**src/rtl/if_fetch_ctrl.sv**
```systemverilog
// rtl/if_fetch_ctrl.sv - IF-stage instruction SRAM fetch sequencer with redirect drop and stall watchdog
// One outstanding request; responses overtaken by a redirect are swallowed.
module if_fetch_ctrl #(
  parameter int          TIMEOUT  = 256,
  parameter logic [31:0] RESET_PC = 32'hbfc00000
) (
  input  logic        clk,
  input  logic        resetn,
  input  logic [31:0] pc_curr,
  input  logic        redirect,
  input  logic        fifo_full,
  output logic        inst_req,
  output logic [31:0] inst_addr,
  input  logic        inst_addr_ok,
  input  logic        inst_data_ok,
  input  logic [63:0] inst_rdata,
  output logic        fetch_ok1,
  output logic        fetch_ok2,
  output logic [31:0] fetch_pc0,
  output logic [31:0] fetch_inst0,
  output logic [31:0] fetch_inst1,
  output logic        stall_err
);

  localparam int CW = $clog2(TIMEOUT + 1);
  localparam logic [CW-1:0] TIMEOUT_C  = CW'(TIMEOUT);
  localparam logic [CW-1:0] TIMEOUT_M1 = CW'(TIMEOUT - 1);

  typedef enum logic [1:0] {
    IDLE = 2'd0,
    REQ  = 2'd1,
    WAIT = 2'd2,
    DROP = 2'd3
  } state_t;

  state_t        state_q, state_d;
  logic [31:0]   req_pc_q, req_pc_d;
  logic          inst_req_q, inst_req_d;
  logic          pend_q, pend_d;
  logic [CW-1:0] stall_cnt_q, stall_cnt_d;
  logic          stall_err_q, stall_err_d;
  logic          busy, completing;

  always_ff @(posedge clk or negedge resetn) begin
    if (!resetn) begin
      state_q     <= IDLE;
      req_pc_q    <= RESET_PC;
      inst_req_q  <= 1'b0;
      pend_q      <= 1'b0;
      stall_cnt_q <= '0;
      stall_err_q <= 1'b0;
    end else begin
      state_q     <= state_d;
      req_pc_q    <= req_pc_d;
      inst_req_q  <= inst_req_d;
      pend_q      <= pend_d;
      stall_cnt_q <= stall_cnt_d;
      stall_err_q <= stall_err_d;
    end
  end

  always_comb begin
    state_d    = state_q;
    req_pc_d   = req_pc_q;
    inst_req_d = inst_req_q;
    pend_d     = pend_q;
    fetch_ok1  = 1'b0;
    fetch_ok2  = 1'b0;
    case (state_q)
      IDLE: begin
        if (!redirect && !fifo_full) begin
          state_d    = REQ;
          req_pc_d   = pc_curr;
          inst_req_d = 1'b1;
        end
      end
      REQ: begin
        // The address stays on the bus until accepted; a redirect only marks it stale.
        if (inst_addr_ok) begin
          inst_req_d = 1'b0;
          pend_d     = 1'b0;
          state_d    = (pend_q || redirect) ? DROP : WAIT;
        end else if (redirect) begin
          pend_d = 1'b1;
        end
      end
      WAIT: begin
        if (inst_data_ok) begin
          state_d   = IDLE;
          fetch_ok1 = !redirect;
          fetch_ok2 = !redirect && !req_pc_q[2];
        end else if (redirect) begin
          state_d = DROP;
        end
      end
      DROP: begin
        if (inst_data_ok) begin
          state_d = IDLE;
        end
      end
      default: state_d = IDLE;
    endcase
  end

  always_comb begin
    busy        = (state_q != IDLE);
    completing  = busy && (state_d == IDLE);
    stall_cnt_d = stall_cnt_q;
    if (completing) begin
      stall_cnt_d = '0;
    end else if (busy && stall_cnt_q != TIMEOUT_C) begin
      stall_cnt_d = stall_cnt_q + 1'b1;
    end
    stall_err_d = stall_err_q | (busy && !completing && stall_cnt_q == TIMEOUT_M1);
  end

  assign inst_req    = inst_req_q;
  assign inst_addr   = req_pc_q;
  assign fetch_pc0   = req_pc_q;
  assign fetch_inst0 = inst_rdata[31:0];
  assign fetch_inst1 = inst_rdata[63:32];
  assign stall_err   = stall_err_q;

endmodule

```
**config.mk**
```make
export PLATFORM = sky130hd
export DESIGN_NAME = if_fetch_ctrl
export DESIGN_NICKNAME = d
export VERILOG_FILES = /design/src/rtl/if_fetch_ctrl.sv
export SDC_FILE = /design/constraint.sdc
export NUM_CORES = 1
export LEC_CHECK = 0
export BUFFER_PORTS_ARGS = -buffer_cell sky130_fd_sc_hd__buf_2
export CORE_MARGIN = 10
export CORE_UTILIZATION = 38
export CTS_CLUSTER_DIAMETER = 40
export DETAILED_ROUTE_END_ITERATION = 12
export PLACE_DENSITY = 0.76
export REMOVE_ABC_BUFFERS = 1
export SYNTH_ARGS = -nofsm -noshare
export SYNTH_HDL_FRONTEND = slang
export SYNTH_SLANG_ARGS = --single-unit
```
**constraint.sdc**
```tcl
create_clock -name clk -period 2.9 [get_ports clk]
set_clock_uncertainty 0.15 [all_clocks]
set_input_delay 0.58 -clock clk [delete_from_list [all_inputs] [get_ports clk]]
set_output_delay 0.58 -clock clk [all_outputs]
set_load 0.01 [all_outputs]
```
==> results of run 1 <==
[layout by cell type (no fill, tap or decap), types with 3 or more instances in the layout]
master                     synthesis  final
sky130_fd_sc_hd__nor2_1            4      4
sky130_fd_sc_hd__dfstp_2           9      9
sky130_fd_sc_hd__o21ai_0           5      5
sky130_fd_sc_hd__buf_2             1    105
sky130_fd_sc_hd__ha_1              3      3
sky130_fd_sc_hd__inv_1             5      5
sky130_fd_sc_hd__clkbuf_8          0      5
sky130_fd_sc_hd__nand2_1          12     12
sky130_fd_sc_hd__a21oi_1           6      6
sky130_fd_sc_hd__mux2_2           28     28
sky130_fd_sc_hd__a31oi_1           3      3
sky130_fd_sc_hd__mux2_1            4      4
sky130_fd_sc_hd__dfrtp_1          37     37
[sequential cells by signal (all words and copies together) (netlist names)]
name and flops:
fetch_pc0 32, pend_q 1, inst_req 1, stall_cnt_q 9, stall_err 1, state_q 2
[worst paths after layout]
path / endpoint / slack [ns] / depth (start not counted)
setup / recovery: fetch_ok2 / 0.66 / 3
hold / removal: fetch_pc0[15]$_DFFE_PN0P_ / 0.35 / 2
setup reg to reg: fetch_pc0[12]$_DFFE_PN0P_ / 0.88 / 4
hold reg to reg: inst_req$_DFFE_PN0P_ / 0.36 / 1
max in group asynchronous: fetch_pc0[24]$_DFFE_PN1P_ / 1.28 / 3
min in group asynchronous: fetch_pc0[1]$_DFFE_PN0P_ / 0.56 / 2
[power by group through the flow]
stage	Combinational (mW)	Clock (mW)	Sequential (mW)
floorplan	0.472	0	1.46
detailed placement	1.36	0	1.24
global placement	1.33	0	1.21
global route	1.46	0.540	1.29
CTS	1.37	0.520	1.23
finish	1.33	0.495	1.23
[what timing repair did]
| item | CTS | global route |
|---|---|---|
| endpoints found under the hold margin | 6 | 0 |
| hold buffers | 1 | 0 |
| setup endpoints to repair | 0 | 0 |
| resized for setup | 0 | 0 |
[metal layers]
layer | share of wire, % | GRT usage [%]
met2 | 36 | 20.9
met5 | 0.50 | 9.05
met4 | 1.2 | 4.27
met1 | 40 | 19.8
met3 | 22 | 19.0
[cell families (layout without fill, tap and decap cells)]
kind of cell,count (synthesis),in the layout,share of synthesized area (%)
AOI/OAI and AO/OA,23,23,5.41
DFF,46,46,42.9
xor gates and xnor gates,1,1,0.324
buffers and inverters,107,121,29.3
muxes,34,34,14.0
and+or+nand+nor,32,32,6.61
adders and majority gates,3,3,1.39
[stage by stage]
step	util, %	power [mW]
after detailed placement	37.8	2.61
after global placement	37.8	2.55
after CTS	39.6	3.12
final	39.6	3.05
after floorplan	-	1.93
after global routing	39.6	3.28
[area by class of cell]
type                       instances  area (um2)
multi-input combinational         93         752
inverter                           5        18.8
clock inverter                     3        48.8
sequential                        46        1160
clock buffer                       5        68.8
timing repair buffer             108         551
tap                               96         120
fill                             671        4150
==> summary.md, run 1 <==
The number of placed cells counting well taps was 347. The average instance area after synthesis is 11.0 um2. The logs give 68.4% for the headroom to the max-slew limit and 0 for the number of warnings reported in the yosys synthesis log. The count of unresolved DRC violations after routing is 0. Before CTS, the worst setup slack after placement is 0.883 ns. The setup path with the least slack is of type reg -> out.

The number of hold violations in the final report came out at 0. On the worst path, the slowest cell contributes a delay of 0.51 ns. The run finished with clean final reports. The initial antenna violation count is 0, and the cell-internal power is 1.88 mW. For the highest attainable clock frequency, the log shows 0.447 GHz. The cell with the largest stage delay on the worst path is sky130_fd_sc_hd__dfrtp_1.

In this run the number of H-tree levels came out at 2. The logs give 0 for the number of nets with antenna violations after detailed routing and 0.00271 mm2 for the mapped cell area. The classification of the worst-slack hold path was in -> reg.

The initial utilization of the core area, before any placement, comes to 39.4%. IR analysis of the VDD net gives a maximum drop of 0.400 mV. The biggest area consumer among synthesized cells is sky130_fd_sc_hd__dfrtp_1. Buffers placed on the I/O ports in this run total 105. The clock network accounts for 16.2% of the total power. The first-pass iteration count of the detailed router came out at 4. The tightest hold path in the finished design has a slack of 0.354 ns.

Buffers inserted during clock tree synthesis total 5. After clock tree synthesis, the setup repair step added 0 buffers. The worst hold path begins at pc_curr[15]. From synthesis to final layout, the design area changed by 0.508%. The repair_antennas step left the layout with diodes totalling 0. After detailed routing, the number of vias per cell comes to 5.05. Counting every sink on the clock net gives 46.

For this design the top-level I/O count stands at 234. After clock tree synthesis, the clock-pin slew on the worst setup and hold paths is 0.09 ns. Routability-driven placement finished with a final weighted congestion of 0.792.

After detailed placement, the total cell area comes to 0.00259 mm2. The first global-routing pass estimated 14.2 mm of wire. The share of total power dissipated in sequential elements is 40.3%. In the synthesized netlist, the number of instances is 246. Setup repair after global routing left no endpoint under its margin.

For the worst setup path, the data required time is 2.17 ns. Global routing used 17.6% of the available tracks across all layers. In this run the worst path has a maximum fanout of 9. Max-cap violations in this run came to 0. For the clock insertion delay at the later pin of the skew report, the log shows 0.30 ns. The fraction of registers with async set/reset came out at 100%. The signal on the critical path passes through nand2_1 > nor4_1 > buf_2.

Setup total negative slack on the finished layout was measured at 0 ns. Dividing the detail-routed wire length by the instance count gives 28.1 um. For the cell area after layout, the log shows 0.00272 mm2.

The startpoint identified for the worst register-to-register timing path is state_q[0]$_DFF_PN0_. The tools report the clock root buffer as sky130_fd_sc_hd__clkbuf_8. The floorplan has 30 rows. In the synthesized netlist the dominant register cell turns out to be sky130_fd_sc_hd__dfrtp_1.

Setup violations remaining at the end of the flow were counted as 0. The run gives 356 as the number of cells in the finished layout apart from fillers. TritonCTS built the clock tree. The run gives 36 as the number of unique standard cell types used by synthesis.

The worst setup path is launched from a flip-flop. The static leakage power is 1.32 nW, and the total overflow reported by the global router is 0. The startpoint of the worst setup timing path was state_q[1]$_DFF_PN0_. Measured along the x axis, the die boundary spans 104 um. Register bit total from synthesis: 46. Sorting the synthesized cells by area gives the leading types as sky130_fd_sc_hd__dfrtp_1 (34%), sky130_fd_sc_hd__buf_4 (27%), sky130_fd_sc_hd__mux2_2 (12%). Data arrival time at the worst-slack endpoint: 1.51 ns. The die covers 0.0109 mm2. For the violation count after the first detailed-route iteration, the log shows 68. Wires add up to 10.0 mm. The die is 104 um tall. In this run switching power makes up 38.4% of total power. The number of buffer and inverter instances along the worst setup path was 1; the proportion of power drawn by combinational gates was 43.5%. Final critical-path required period: 2.24 ns. Top-area cell type share of the netlist area: 34.2%. Entering global routing, the biggest net connects 34 pins.

The worst setup path is captured at a primary output. For this run, the register share of the synthesized area comes to 42.9%. The logs give 1937 for the via count of the first global-routing pass and 0.664 ns for the final worst-path setup slack.

Dividing total power by cell area gives a power density of 1120 mW/mm2. Detailed routing inserted a total of 1799 vias. After layout, the worst path uses 77.1% of the clock period. The total core area is 0.00687 mm2. The logs give 364 for the layout net count and 2 for the maximum number of buffers from clock root to sink. The most instantiated library cell after synthesis was sky130_fd_sc_hd__buf_4. For the pin with the worst max-slew slack, the measured transition is 0.468 ns. The layout cell share with drive strength beyond 1 came out at 59.2%. The commonest cells after synthesis are sky130_fd_sc_hd__buf_4 (96), sky130_fd_sc_hd__dfrtp_1 (37), sky130_fd_sc_hd__mux2_2 (28). Switching power: 1.17 mW. The logs give 8.24 mm for the HPWL after detailed placement and 0 for the final number of max-transition violations. The family with the most delay on the worst path was flip-flops. Counting flops with a built-in enable in the synthesized netlist gives 0.
No activity file was read; power rests on OpenSTA's default activity.
==> inputs of run 2 (changes only) <==
ABC_AREA = 1   (was default)
PLACE_DENSITY = 0.74   (was 0.76)
clock period = 2.19 ns   (was 2.9 ns; I/O delays follow)
==> run 2 against run 1 <==
Final area up 9.1%. Clock power up 56%. Count of clock-buffer cells in the layout up 1. Worst hold slack worse by 0.14 ns. Wire length up 5.1%. Register-to-register slack worse by 0.40 ns. Power up 45%. Combinational power up 53%. Cell count up 12%. Largest power group unchanged. Die area up 6.0%. Global-route usage about the same. Via count up 4.8%.
==> summary.md, run 2 <==
Total die area: 0.0116 mm2 (+6.0%). Leaving out fill and tap cells, the most frequent cell in the layout is sky130_fd_sc_hd__buf_2. The logic depth of the worst setup path including buffers was 3 (unchanged). The tree is rooted in a sky130_fd_sc_hd__clkbuf_8. The run gives 0 (unchanged) as the final number of max-transition violations. The clock network fraction of total power is 17.4% (+1.2 points).

Fraction of registers with async set/reset: 100% (unchanged). The register bit total from synthesis is 46 (unchanged). The family with the most delay on the worst path was flip-flops. The quantity of I/O buffers inserted on ports came out at 105 (unchanged). The tools report the switching power as 1.63 mW (+39%). The clock insertion delay at the later pin of the skew report was 0.29 ns (about the same). The routability-driven placement congestion ratio was 0.856 (+8.1%); the number of hold violations in the final report was 0 (unchanged).

The tools report the utilization after layout as 40.5% (+0.90 points). The tools report the number of H-tree branching levels as 2 (unchanged). For the final total negative setup slack, the log shows 0 ns (unchanged). The minimum setup slack after placement was 0.378 ns (-0.504 ns). The run gives 0.00733 mm2 (+6.7%) as the total core area. The flow ran to the end, and the final reports show no timing, DRC or antenna violations. TritonCTS built the clock tree.

For the number of diodes, the log shows 0 (unchanged). The power density of the placed cells works out to 1490 mW/mm2 (+33%). Cell-internal power: 2.80 mW (+49%). The maximum number of buffers from clock root to sink came out at 2 (unchanged). Layout cell share with drive strength beyond 1: 54.0% (-5.2 points). The most used flip-flop cell after synthesis was sky130_fd_sc_hd__dfrtp_1. The vertical die dimension came out at 107 um (+2.9%). The startpoint of the worst setup timing path is state_q[1]$_DFF_PN0_. The biggest fanout along the worst timing path is 17 (+8). The final critical-path required period is 2.01 ns, and the number of warnings reported in the yosys synthesis log is 0 (unchanged). The run gives 0 (unchanged) as the initial antenna violation count. For the mapped cell area, the log shows 0.00291 mm2 (+7.4%).

The cell with the largest stage delay on the worst path is sky130_fd_sc_hd__dfrtp_1. Timing would allow up to 0.499 GHz. The tools report the headroom to the max-slew limit as 59.5% (-8.8 points). The clock sink count was 46 (unchanged).

The top-area cell type share of the netlist area was 31.8% (-2.4 points). Average detailed-routed wire length per instance: 26.3 um (-6.2%). Average instance area after synthesis: 10.2 um2 (-7.3%).

The number of hold buffers added after CTS is 1 (unchanged), and the fraction of power spent switching nets is 36.8% (-1.6 points). The chip width is 107 um (+2.9%). CTS clock-pin slew for the worst setup and hold paths: 0.09 ns (about the same). For the number of violations of the max-capacitance limit, the log shows 0 (unchanged).

Of the available clock period, the critical path in the final layout requires 91.6%. The first-pass iteration count of the detailed router was 4 (unchanged). The tools report the maximum ir drop on the vdd rail as 0.649 mV (+62%). The critical path ends at fetch_ok2.

The tools report the number of placed I/O pins as 234 (unchanged). The endpoint of the lowest-slack register-to-register path is fetch_pc0[20]$_DFFE_PN0P_. Global-route total usage across every layer: 17.6% (about the same). By area the synthesized netlist is led by sky130_fd_sc_hd__dfrtp_1 (32%), sky130_fd_sc_hd__buf_4 (25%), sky130_fd_sc_hd__mux2_4 (14%). The data arrival time at the worst-slack endpoint came out at 1.42 ns (-0.09 ns). The run gives 36.6% (-3.7 points) as the share of power burned in registers. The run gives 47 (+38%) as the pin count of the biggest net entering global routing.

For the data required time of the worst path, the log shows 1.60 ns (-0.57 ns). Biggest cell delay along the critical path: 0.49 ns (-0.02 ns). The layout net count is 404 (+11%). Biggest area consumer among synthesized cells: sky130_fd_sc_hd__dfrtp_1.

The most common cell in the synthesized netlist is sky130_fd_sc_hd__buf_4. STA classifies the critical path startpoint as a flip-flop. The tools report the count of instances resized after the clock tree is built as 0 (unchanged). The tools report the count of unresolved DRC violations after routing as 0 (unchanged).

The length in cells of the worst reg-to-reg path came out at 3 (-1). For the via count of the first global-routing pass, the log shows 2073 (+7.0%). The critical path goes through nand2_2 > nor3_1 > buf_2. The final worst hold slack is 0.217 ns (-0.138 ns). The count of vias placed by the detailed router came out at 1886 (+4.8%).

The worst hold path begins at pc_curr[1]. The final number of setup-violating endpoints was 0 (unchanged); the total overflow reported by the global router was 0 (unchanged). Instance area at placement: 0.00282 mm2 (+8.6%). The violation count after the first detailed-route iteration is 98 (+44%). The run gives 0 (unchanged) as the number of nets with antenna violations after detailed routing.

The commonest cells after synthesis are sky130_fd_sc_hd__buf_4 (96), sky130_fd_sc_hd__dfrtp_1 (37), sky130_fd_sc_hd__nand2_1 (32). The worst setup path is of the reg -> out kind. Final routed wirelength across all metal layers: 10.5 mm (+5.1%). The path class of the tightest hold or removal check is in -> reg. The total CTS buffers was 5 (unchanged). The global-route wire length before repair is 14.4 mm (+1.8%), and the count of flip-flops with a built-in enable after synthesis is 0 (unchanged). The buffers inserted during post-CTS setup optimization is 0 (unchanged), and the fraction of the yosys area taken by sequential cells is 40.0% (-3.0 points).

The slack of the worst reg-to-reg path was 0.48 ns (-0.40 ns). Total number of placement rows: 31 (+3.3%). The effective utilization at floorplan is 39.7% (+0.25 points). The number of unique standard cell types used by synthesis came out at 22 (-39%).

The kind of capture point of the worst setup path was a primary output. The proportion of power drawn by combinational gates is 46.0% (+2.5 points), and the static leakage power is 1.64 nW (+24%). The number of flip-flops in the largest register came out at 32 (unchanged). The HPWL after detailed placement was 9.05 mm (+9.8%); the via density per instance was 4.73 (-6.5%). The number of buffer and inverter instances along the worst setup path is 1 (unchanged). In this run the critical register-to-register path is launched from state_q[1]$_DFF_PN0_.

The final worst-path setup slack is 0.184 ns (-0.480 ns). The area growth from synthesis to layout is 2.15%. The library cells used most frequently in the layout, excluding fill and tap cells, are sky130_fd_sc_hd__buf_2 (105), sky130_fd_sc_hd__dfrtp_1 (37), sky130_fd_sc_hd__nand2_1 (32), sky130_fd_sc_hd__mux2_4 (27), sky130_fd_sc_hd__inv_1 (19).

The pin slew with the least headroom to its limit was 0.607 ns (+0.139 ns); the cell area after layout was 0.00297 mm2 (+9.1%). The tools report the instance count of the mapped netlist as 285 (+16%). Setup repair after global routing left no endpoint under its margin.
run 2: cell count changes in the layout (fill, tap and decap cells not counted), sizes merged, moves of 3 or more:
| cell | delta |
|---|---|
| nand2 | +23 |
| a21oi | -6 |
| nor2 | +11 |
| nand4 | +7 |
| a31oi | -3 |
| inv | +13 |
| nand3 | +15 |
run 2: final cells by class:
cell class	instances	area, um2
inverters	19	71.3
clock buffers	6	82.6
clock inverters	2	60.1
repair buffers	107	556
fillers	704	4360
flip-flops and latches	46	1160
multi-input cells	120	915
well taps	99	124
run 2: worst reg2reg max path, delay by kind of cell (launching register included):
family / cells / cell delay (ns)
muxes: 1 / 0.44
DFF: 1 / 0.49
and+or+nand+nor: 2 / 0.52
run 2: layer usage:
layer  share of wire [%]  track usage (%)  wire, um
met1                  34             16.8      3580
met4                0.58             3.44        61
met2                  35             20.6      3680
met3                  29             24.7      3050
met5                 1.4             10.3       144
run 2: kinds of logic (layout without fill, tap and decap cells):
| family | count (synthesis) | count (layout) | share of synthesized area [%] |
|---|---|---|---|
| AO/OA/AOI/OAI | 6 | 6 | 1.51 |
| flip-flops | 46 | 46 | 40.0 |
| XOR/XNOR | 2 | 2 | 0.603 |
| AND/OR/NAND/NOR | 77 | 77 | 12.2 |
| adder cells (fa/ha/maj) | 3 | 3 | 1.29 |
| multiplexers | 32 | 32 | 15.9 |
| buffers and inverters | 119 | 134 | 28.6 |
run 2: power groups by stage:
stage | Sequential (mW) | Combinational (mW) | Clock, mW
detailed placement | 1.62 | 2.08 | 0
global placement | 1.62 | 2.04 | 0
floorplan | 1.92 | 0.874 | 0
global route | 1.69 | 2.21 | 0.820
finish | 1.62 | 2.04 | 0.770
CTS | 1.62 | 2.08 | 0.790
run 2: worst min-delay path by stage:
| stage | slack, ns | cells after the start | endpoint |
|---|---|---|---|
| after detailed placement | 0.29 | 2 | stall_cnt_q[6]$_DFFE_PN0P_ |
| final | 0.22 | 2 | fetch_pc0[1]$_DFFE_PN0P_ |
| after global routing | 0.20 | 2 | fetch_pc0[11]$_DFFE_PN0P_ |
| after global placement | 0.30 | 2 | stall_cnt_q[7]$_DFFE_PN0P_ |
| after floorplan | -0.008 | 0 | fetch_pc0[0]$_DFFE_PN0P_ |
| after CTS | 0.20 | 2 | fetch_pc0[3]$_DFFE_PN0P_ |
run 2: through the flow:
step | power (mW) | cells
after floorplan | 2.79 | 185
after global placement | 3.66 | 390
after detailed placement | 3.70 | 390
after CTS | 4.49 | 399
after global routing | 4.72 | 399
final | 4.43 | 399
